--- config.mk ---
export PLATFORM = sky130hd
export DESIGN_NAME = uart_cmd_rx
export DESIGN_NICKNAME = d
export VERILOG_FILES = /design/src/rtl/uart_cmd_rx.sv
export SDC_FILE = /design/constraint.sdc
export NUM_CORES = 1
export LEC_CHECK = 0
export ABC_AREA = 0
export CAP_MARGIN = 20
export CORE_AREA = 2 2 73 75
export DETAILED_ROUTE_END_ITERATION = 8
export DIE_AREA = 0 0 75 77
export GPL_TIMING_DRIVEN = 0
export PLACE_DENSITY = 0.65
export SLEW_MARGIN = 20
export SYNTH_ARGS = -nofsm -noshare
export SYNTH_HDL_FRONTEND = slang
export SYNTH_SLANG_ARGS = --single-unit
--- constraint.sdc ---
create_clock -name clk -period 1.86 [get_ports clk]
set_input_delay 0.186 -clock clk [delete_from_list [all_inputs] [get_ports clk]]
set_output_delay 0.186 -clock clk [all_outputs]
set_load 0.01 [all_outputs]
--- src/rtl/uart_cmd_rx.sv ---
// 8N1 UART receiver for the remote command link: deframes bytes, holds them behind a
// rdy/clr_rdy handshake, and decodes the go/stop command bytes into single-cycle strobes.
module uart_cmd_rx #(
    parameter int         BAUD_DIV  = 2604,
    parameter logic [7:0] GO_CODE   = 8'h67,
    parameter logic [7:0] STOP_CODE = 8'h73
) (
    input  logic       clk,
    input  logic       rst_n,
    input  logic       RX,
    input  logic       clr_rdy,
    output logic [7:0] rx_data,
    output logic       rdy,
    output logic       frm_err,
    output logic       ovr_err,
    output logic       go_cmd,
    output logic       stop_cmd
);

    localparam int CW = $clog2(BAUD_DIV);
    localparam logic [CW-1:0] HALF_M1 = CW'(BAUD_DIV / 2 - 1);
    localparam logic [CW-1:0] FULL_M1 = CW'(BAUD_DIV - 1);

    typedef enum logic [2:0] {
        IDLE,
        START,
        DATA,
        STOP,
        BRK
    } state_t;

    state_t        state, state_next;
    logic          rx_s1, rx_s2;
    logic [CW-1:0] cnt;
    logic [7:0]    shift;
    logic [2:0]    bit_idx;
    logic          sample_bit, good_byte, bad_stop;

    // Preset to 1 so reset looks like an idle line rather than a start bit.
    always_ff @(posedge clk or negedge rst_n) begin
        if (!rst_n) begin
            rx_s1 <= 1'b1;
            rx_s2 <= 1'b1;
        end else begin
            rx_s1 <= RX;
            rx_s2 <= rx_s1;
        end
    end

    always_ff @(posedge clk or negedge rst_n) begin
        if (!rst_n) state <= IDLE;
        else        state <= state_next;
    end

    always_comb begin
        state_next = state;
        sample_bit = 1'b0;
        good_byte  = 1'b0;
        bad_stop   = 1'b0;
        case (state)
            IDLE:  if (!rx_s2) state_next = START;
            START: if (cnt == HALF_M1) state_next = rx_s2 ? IDLE : DATA;
            DATA: begin
                if (cnt == FULL_M1) begin
                    sample_bit = 1'b1;
                    if (bit_idx == 3'd7) state_next = STOP;
                end
            end
            STOP: begin
                if (cnt == FULL_M1) begin
                    if (rx_s2) begin
                        good_byte  = 1'b1;
                        state_next = IDLE;
                    end else begin
                        bad_stop   = 1'b1;
                        state_next = BRK;
                    end
                end
            end
            BRK:     if (rx_s2) state_next = IDLE;
            default: state_next = IDLE;
        endcase
    end

    // Counter restarts on every state entry and on each data-bit sample so bits stay centred.
    always_ff @(posedge clk or negedge rst_n) begin
        if (!rst_n) begin
            cnt     <= '0;
            bit_idx <= '0;
            shift   <= '0;
        end else begin
            if (state_next != state || sample_bit) cnt <= '0;
            else                                   cnt <= cnt + 1'b1;
            if (state != DATA)   bit_idx <= '0;
            else if (sample_bit) bit_idx <= bit_idx + 1'b1;
            if (sample_bit) shift <= {rx_s2, shift[7:1]};
        end
    end

    always_ff @(posedge clk or negedge rst_n) begin
        if (!rst_n) begin
            rx_data  <= '0;
            rdy      <= 1'b0;
            frm_err  <= 1'b0;
            ovr_err  <= 1'b0;
            go_cmd   <= 1'b0;
            stop_cmd <= 1'b0;
        end else begin
            frm_err  <= bad_stop;
            go_cmd   <= good_byte && (shift == GO_CODE);
            stop_cmd <= good_byte && (shift == STOP_CODE);
            // A completing byte beats a simultaneous acknowledge.
            if (good_byte) begin
                rx_data <= shift;
                rdy     <= 1'b1;
                if (clr_rdy)  ovr_err <= 1'b0;
                else if (rdy) ovr_err <= 1'b1;
            end else if (clr_rdy) begin
                rdy     <= 1'b0;
                ovr_err <= 1'b0;
            end
        end
    end

endmodule

==> Yosys cells after proc, flatten, opt, wreduce, memory -nomap -nowiden <==
Cells that the tools add are included.
{ "op_classes": {"addsub": 2, "bitwise_logic": 0, "n_mux": 25, "order_cmp": 0, "eq_ne": 11, "reduce_logical": 8, "div": 0, "n_mul": 0, "shift": 0} }
{ "op_table": {"columns": ["cell", "n"], "rows": [
  ["3-bit two-way mux", 9],
  ["8-bit by 7-bit equality test with 1-bit output, second input constant", 2],
  ["3-bit one-hot mux with 5 select lines", 1],
  ["1-bit two-way mux", 13],
  ["12-bit by 1-bit adder with 12-bit output, second input constant", 1],
  ["12-bit by 11-bit equality test with 1-bit output, second input constant", 1],
  ["12-bit equality test, second input constant", 1],
  ["12-bit two-way mux", 1],
  ["3-bit by 2-bit equality test with 1-bit output, second input constant", 2],
  ["3-bit equality test, second input constant", 2],
  ["2-bit nonzero test", 3],
  ["3-bit by 1-bit adder with 3-bit output, second input constant", 1],
  ["3-bit by 1-bit equality test with 1-bit output, second input constant", 1],
  ["3-bit zero test", 1],
  ["3-bit by 2-bit inequality test with 1-bit output, second input constant", 1],
  ["3-bit inequality test", 1],
  ["1-bit logical AND", 2],
  ["2-bit two-way mux", 1],
  ["2-bit AND reduction", 1],
  ["1-bit logical OR", 1]
]} }
{ "word_totals": {"word_cells": 58, "romBits": 0, "output_inout_bits": 13, "ramBits": 0, "mem_count": 0, "input_bits": 4, "register_bits": 41, "latch_bits": 0} }

==> Depth between registers and ports, before layout <==
Gate-level depths: netlist of the first run.
{ "depth": {"depth_word": 7, "ltp_mapped": 7, "mapped_depth_nobuf": 6} }

==> Least setup slack after synthesis of the first run <==
Ideal clock, no wire load.
{ "synth_timing": {"path_type": "register -> register", "start": "reg rx_s2", "end": "reg stop_cmd", "period_less_slack_ns": 1.806, "arrival_ns": 1.726, "required_ns": 1.780, "slack_ns": 0.054, "path_stages_with_launch": 6, "setup_time_ns": 0.080, "n_path_buf": 1, "cell_sequence": "dfstp_2 -> buf_1 -> and4b_1 -> nand4_1 -> or4_4 -> nor3b_2"} }
{ "synth_via": {"elab_chain_cells": 4} }
{ "synth_lines": {"columns": ["element", "line", "source"], "rows": [
  ["start: declaration", "33", "logic rx_s1, rx_s2;"],
  ["start signal: assignment", "46", "rx_s2 <= rx_s1;"],
  ["1-bit two-way mux", "71", "if (rx_s2) begin"],
  ["1-bit two-way mux", "70", "if (cnt == FULL_M1) begin"],
  ["1-bit two-way mux", "60", "case (state)"],
  ["1-bit logical AND", "111", "stop_cmd <= good_byte && (shift == STOP_CODE);"],
  ["end signal: assignment", "111", null],
  ["end: declaration", "17", "output logic stop_cmd"]
]} }
Every way passes these cells.
A chain may end at the register's enable or synchronous reset.

==> Worst setup path in the final report of the first run <==
{ "layout_timing": {"start": "reg cnt[0]", "end": "reg cnt[3]"} }
{ "layout_via": {"elab_chain_cells": 6, "word_cells_on_any_way": 12, "classes_between": "add/sub: 1; eq/ne: 3; mux: 7; reduce/logical: 1"} }
{ "layout_lines": {"columns": ["element", "line", "source"], "rows": [
  ["start: declaration", "34", "logic [CW-1:0] cnt;"],
  ["start signal: assignment", "93", "else cnt <= cnt + 1'b1;"],
  ["12-bit equality test or 12-bit by 11-bit equality test with 1-bit output (tied branches)", "64, 70, 62", null],
  ["3-bit two-way mux, on equally long branches", "70, 62, 64", null],
  ["3-bit one-hot mux with 5 select lines", "60", null],
  ["3-bit inequality test", "92", "if (state_next != state || sample_bit) cnt <= '0;"],
  ["1-bit logical OR", "92", null],
  ["12-bit two-way mux (*)", "92", null]
]} }
Mark *: on every way between the ends. The rest lies on a longest branch, timed or not.

==> metrics.csv, run 1 <==
metric,value,unit
status,"finished, final reports clean",
mux cell area share after synthesis,9.615,%
Main synth FF type,dfrtp_1,
Final Hold Viols,0,
Final Hold Slack,0.2874,ns
synth warn,0,
Peak VDD IR,542.5,uV
Synth cell types,40,
post-synthesis async set-or-reset flop share,100.0,%
Compound-Gate Fraction of Synth Area,9.103,%
Rel. slew slack,67.17,%
combinational share of power,1.9,%
IO Count,17,
Die Wd,75,um
sequential power share,54.1,%
Synth Area in Simple Gates,18.01,%
Vias,1384,
clk_skew,0.01013,ns
Synth Area in XOR/XNOR,4.936,%
Worst EP required,2.03,ns
RSZ-0062 raised after global routing,true,
# port buffers,16,
H-tree Lvls,2,
grt ovf,0,
Area Growth Syn to Fin,32.12,%
Synth Area per Inst,11.83,um2
critical path class,flip-flop to flip-flop,
fin crit share,96.99,%
post-route ant nets,0,
GP Congestion,0.7844,
Worst Hold Path EP,rx_s1$_DFF_PN1_,
final WL,3789,um
sw power,0.3492,mW
hold path cells,1,
crit-path cells,buf_4 -> ha_1 -> nor4bb_4 -> nand4b_1 -> a221oi_4 -> buf_6 -> a211oi_2,
Gate Count Post-Synth,165,
Worst setup SP type,flip-flop,
worst-skew pair later-pin latency,0.30,ns
crit-path leading delay family,simple AND/OR/NAND/NOR gates,
Root Driver,clkbuf_8,
DP Wirelength,2398,um
WP data arrival,1.97,ns
largest net degree at the start of global routing,23,
fin crit period,1.804,ns
Initial DRT Pass Iterations,4,
share of layout cells above drive strength 1,36.50,%
"Largest stage delay, worst path",0.41,ns
Num CTS Buffers,5,
Starting Density,39.22,%
Least-Margin Pin Slew,0.4924,ns
final cell count without fillers,270,
Clock power frac,44.0,%
Total Routing Usage GR,14.37,%
antenna cells,0,
"EDFF count, synth",0,
worst min path class,primary input to flip-flop,
DP Cell Count,252,
core area,4977,um2
# DRC,0,
initial antenna violation count,0,
CP max FO,5,
Sw Ratio,21.06,%
final worst slack,0.05593,ns
Leak,1.086,nW
Mapped Area,1952,um2
number of synthesized register bits,41,
minimum setup slack after placement,-0.2137,ns
post-layout net count,207,
DR vias/cell,5.126,
die height,77,um
post-synthesis sequential area ratio,52.69,%
Final setup viols,0,
Die ar.,5775,um2
HP Start,RX,
main combinational cell family by area after synthesis,simple AND/OR/NAND/NOR gates,
clk buf depth,2,
r2r setup slk,0.06,ns
Worst R2R End,cnt[3]$_DFF_PN0_,
fmax,554.3,MHz
num rows,26,
vias in the first global route,1327,
DR WL/cell,14.03,um
Pint,1.309,mW
DRT iter0 DRCs,47,
CP max-delay cell,dfrtp_2,
global-route wire length before repair,6285,um
adder-cell share of the synthesized area,2.564,%
Mapped Nets,173,
clk slew on worst S/H paths,0.08,ns
worst reg2reg path depth,7,
CTS tree,built,
"Slew Viols, Final",0,
critical path endpoint category,flip-flop,
Num Clock Sinks,41,
CP bufs+invs,2,
launching point of the worst reg2reg path,cnt[0]$_DFF_PN0_,
max cap viols,0,
pwr dens,643.2,nW/um2
-- worst max path at each step --
stage | to | cells after the start | from
final | cnt[3]$_DFF_PN0_ | 7 | cnt[0]$_DFF_PN0_
after global routing | state[1]$_DFF_PN0_ | 6 | cnt[0]$_DFF_PN0_
after CTS | cnt[7]$_DFF_PN0_ | 7 | cnt[0]$_DFF_PN0_
after detailed placement | cnt[9]$_DFF_PN0_ | 6 | cnt[0]$_DFF_PN0_
after global placement | cnt[2]$_DFF_PN0_ | 1 | rst_n
after floorplan | stop_cmd$_DFF_PN0_ | 5 | rx_s2$_DFF_PN1_
-- stage by stage --
step	power, mW	setup TNS, ns	util [%]	area, um2
after global routing	1.738	-0.2098	51.81	2579
final	1.659	0	51.81	2579
after floorplan	0.9161	0	-	1952
after CTS	1.676	-0.01799	50.10	2494
after global placement	0.9418	-20.50	44.19	2200
after detailed placement	0.9480	-2.562	44.65	2222
-- final cells by class --
class	count	area, um2
Clock inverter	3	43.79
Tap cell	70	87.58
Inverter	5	18.77
Clock buffer	5	68.82
Sequential cell	41	1033
Fill cell	437	2399
Timing Repair Buffer	30	286.5
Buffer	6	45.04
Multi-Input combinational cell	110	994.7
-- placed cells by master, fill, tap and decap left out, types with 2 or more instances in the layout --
cell,count
a211oi_2,7
ha_1,3
clkbuf_8,5
nor3_1,6
nand2_1,9
xnor2_1,6
dfrtp_1,35
nor2_1,11
buf_6,3
o21ai_0,4
nand4b_1,2
mux2_2,14
dfrtp_2,4
inv_1,5
nand3_1,4
xor2_1,5
buf_2,3
mux2i_1,3
dfstp_2,2
clkdlybuf4s50_1,15
buf_4,11
a211oi_1,7
nand4_1,3
nor3b_2,3
-- sequential cells by signal, summed over array words and instances, names as in the netlist --
register	cells
stop_cmd	1
rx_s2	1
go_cmd	1
rx_s1	1
rx_data	8
frm_err	1
bit_idx	3
rdy	1
cnt	12
ovr_err	1
shift	8
state	3
-- synthesized netlist by cell type (2+ instances only) --
| cell | instances | area (um2) |
|---|---|---|
| a211oi_1 | 14 | 105.1 |
| and3_1 | 2 | 12.51 |
| buf_2 | 6 | 30.03 |
| clkbuf_1 | 2 | 7.510 |
| dfrtp_1 | 39 | 975.9 |
| dfstp_2 | 2 | 52.55 |
| ha_1 | 4 | 50.05 |
| inv_1 | 5 | 18.77 |
| mux2_2 | 14 | 157.7 |
| mux2i_1 | 3 | 30.03 |
| nand2_1 | 9 | 33.78 |
| nand3_1 | 4 | 20.02 |
| nand4_1 | 3 | 18.77 |
| nand4b_1 | 2 | 17.52 |
| nor2_1 | 11 | 41.29 |
| nor3_1 | 6 | 30.03 |
| nor3b_1 | 2 | 15.01 |
| nor3b_2 | 2 | 25.02 |
| nor4bb_1 | 2 | 20.02 |
| o21ai_0 | 4 | 20.02 |
| xnor2_1 | 6 | 52.55 |
| xor2_1 | 5 | 43.79 |
-- per-layer routing --
metal | vias up | global-route usage [%] | wire length (um)
li1 | 674 | - | -
met1 | 671 | 19.60 | 1821
met2 | 34 | 21.67 | 1791
met3 | 5 | 5.125 | 147
met4 | 0 | 3.393 | 30
met5 | - | 0 | 0
-- logic make-up after synthesis --
kind of cell,count (synthesis)
AOI/OAI and AO/OA,24
xor gates and xnor gates,11
adders and majority gates,4
buffers and inverters,14
DFF,41
muxes,17
and+or+nand+nor,54
-- repair_timing --
item                                   in CTS  in global routing
hold buffers                                1                  0
setup buffers                               8                  2
setup endpoints to repair                  18                 16
pin swaps                                   4                  5
gates resized for setup                    20                 18
cloned                                      1                  1
endpoints found under the hold margin      19                  0
-- worst register-to-register path, cell delays in order (launching register included) --
cell and delay (ns):
dfrtp_2 0.41, buf_4 0.12, ha_1 0.15, nor4bb_4 0.22
nand4b_1 0.19, a221oi_4 0.36, buf_6 0.18, a211oi_2 0.05
-- power by group through the flow --
stage          combinational (mW)  sequential, mW  clock (mW)
2_1_floorplan             0.00342           0.913           0
3_3_place_gp               0.0293           0.913           0
3_5_place_dp               0.0356           0.912           0
4_1_cts                    0.0339           0.898       0.745
5_1_grt                    0.0368           0.898       0.803
6_report                   0.0319           0.898       0.729
(Power assumes the default switching activity.)
==> run 2, diff against run 1 <==
- CTS_BUF_LIST: not set -> sky130_fd_sc_hd__clkbuf_4
- CTS_CLUSTER_DIAMETER: not set -> 60
==> run 2 against run 1 <==
Against the previous run: fmax fell by 2.0%; via count barely moved; total power fell by 7.9%; clock power fell by 18%; non-clock buffer count rose by 2; worst setup slack got worse by 0.036 ns; utilization rose by 0.38 points; flip-flop and latch count did not move; first-iteration DRC count fell by 8.5%; design area rose by 0.73%; wire length rose by 0.40%; critical path type unchanged; largest power group unchanged.
==> metrics.csv, run 2 (synthesis results as in run 1) <==
metric,value,unit,change
max reg flops,12,,unchanged
DP Wirelength,2398,um,unchanged
status,"finished, final reports clean",,
Final setup viols,0,,unchanged
Rel. slew slack,67.00,%,-0.17 points
core area,4977,um2,unchanged
Num CTS Buffers,5,,unchanged
"Slew Viols, Final",0,,unchanged
WP data arrival,2.08,ns,+0.11 ns
final WL,3804,um,+0.40%
CTS tree,built,,
largest net degree at the start of global routing,23,,unchanged
clk slew on worst S/H paths,0.13,ns,+0.05 ns
Least-Margin Pin Slew,0.4949,ns,+0.002488 ns
IO Count,17,,unchanged
Final Hold Viols,0,,unchanged
H-tree Lvls,2,,unchanged
Area Growth Syn to Fin,33.08,%,
global-route wire length before repair,6320,um,+0.56%
final instance area,2597,um2,+0.73%
DP Area,2222,um2,unchanged
Worst setup SP type,flip-flop,,
grt ovf,0,,unchanged
vias in the first global route,1335,,+0.60%
Root Driver,clkbuf_4,,
max cap viols,0,,unchanged
final worst slack,0.01983,ns,-0.03610 ns
RSZ-0062 raised after global routing,true,,
initial antenna violation count,0,,unchanged
clk buf depth,2,,unchanged
Vias,1383,,-0.072%
most frequent cells in the layout,"dfrtp_1 (35), clkdlybuf4s50_1 (15), mux2_2 (14)",,
die height,77,um,unchanged
DRT iter0 DRCs,43,,-8.5%
# DRC,0,,unchanged
Initial DRT Pass Iterations,4,,unchanged
critical path endpoint category,flip-flop,,
Leak,1.085,nW,about the same
worst min path class,primary input to flip-flop,,
Die Wd,75,um,unchanged
Total Routing Usage GR,14.50,%,+0.13 points
fin crit period,1.840,ns,+0.03610 ns
Top Registers,"cnt (12), rx_data (8), shift (8)",,
fin crit share,98.93,%,+1.9 points
post-layout net count,209,,+0.97%
share of layout cells above drive strength 1,38.61,%,+2.1 points
DR vias/cell,5.085,,-0.81%
Starting Density,39.22,%,unchanged
DR WL/cell,13.99,um,-0.34%
largest register by flop count,cnt,,
num rows,26,,unchanged
"most common cell after layout, fill and taps aside",dfrtp_1,,
worst-skew pair later-pin latency,0.36,ns,+0.06 ns
critical path class,flip-flop to flip-flop,,
GP Congestion,0.7844,,unchanged
post-route ant nets,0,,unchanged
minimum setup slack after placement,-0.2137,ns,unchanged
clk_skew,0.01488,ns,+0.004747 ns
Worst EP required,2.10,ns,+0.07 ns
antenna cells,0,,unchanged
Peak VDD IR,518.3,uV,-4.5%
CP max FO,5,,unchanged
pwr dens,588.4,nW/um2,-8.5%
Num Clock Sinks,41,,unchanged
fmax,543.4,MHz,-2.0%
# port buffers,16,,unchanged
Die ar.,5775,um2,unchanged
[run 2: layer usage]
| metal | part of all wire (%) | track usage, % | up-vias |
|---|---|---|---|
| li1 | - | - | 673 |
| met1 | 48 | 19.60 | 676 |
| met2 | 47 | 21.40 | 26 |
| met3 | 2.9 | 3.548 | 8 |
| met4 | 2.0 | 6.964 | 0 |
| met5 | 0 | 0 | - |
[run 2: worst max-delay path: stages (launching register included)]
cell and delay (ns):
dfrtp_2 0.43, buf_6 0.12, ha_4 0.12, nor4bb_4 0.24
nand4b_1 0.20, a221oi_4 0.38, buf_6 0.18, a211oi_2 0.05
[run 2: final timing paths]
kind / from / end / slack, ns / cells after the start
setup / recovery: cnt[0]$_DFF_PN0_ / cnt[3]$_DFF_PN0_ / 0.02 / 7
hold / removal: RX / rx_s1$_DFF_PN1_ / 0.21 / 1
setup reg to reg: cnt[0]$_DFF_PN0_ / cnt[3]$_DFF_PN0_ / 0.02 / 7
hold reg to reg: rx_s1$_DFF_PN1_ / rx_s2$_DFF_PN1_ / 0.37 / 0
max in group asynchronous: rst_n / rx_s2$_DFF_PN1_ / 0.98 / 3
min in group asynchronous: rst_n / rx_data[6]$_DFFE_PN0P_ / 0.32 / 2
[run 2: power by group]
| part | internal (mW) | switching [mW] |
|---|---|---|
| sequential | 0.895 | 0.00326 |
| clock | 0.285 | 0.313 |
| combinational | 0.0127 | 0.0192 |
| total | 1.19 | 0.335 |
[run 2: cell type report]
| cell class | instances | area [um2] |
|---|---|---|
| Fill cell | 435 | 2380 |
| Sequential cell | 41 | 1033 |
| Multi-Input combinational cell | 110 | 1028 |
| Timing Repair Buffer | 32 | 302.8 |
| Tap cell | 70 | 87.58 |
| Buffer | 6 | 45.04 |
| Clock inverter | 3 | 43.79 |
| Clock buffer | 5 | 37.54 |
| Inverter | 5 | 18.77 |
[run 2: timing repair]
| item | in CTS | in global routing |
|---|---|---|
| hold endpoints to repair | 19 | 0 |
| setup buffers | 8 | 4 |
| hold buffers | 1 | 0 |
| pin swaps | 4 | 9 |
| cloned | 1 | 1 |
| setup endpoints to repair | 18 | 17 |
| resized for setup | 19 | 25 |
[run 2: stage by stage]
stage / utilization, % / total power [mW] / hold slack [ns] / std cells / setup TNS, ns
after global placement: 44.19 / 0.9418 / 0.3458 / 251 / -20.50
after global routing: 52.19 / 1.608 / 0.1702 / 272 / -0.7833
after detailed placement: 44.65 / 0.9480 / 0.1767 / 252 / -2.562
after floorplan: - / 0.9161 / -0.1096 / 165 / 0
final: 52.19 / 1.528 / 0.2092 / 272 / 0
after CTS: 49.37 / 1.550 / 0.1936 / 269 / -0.1185
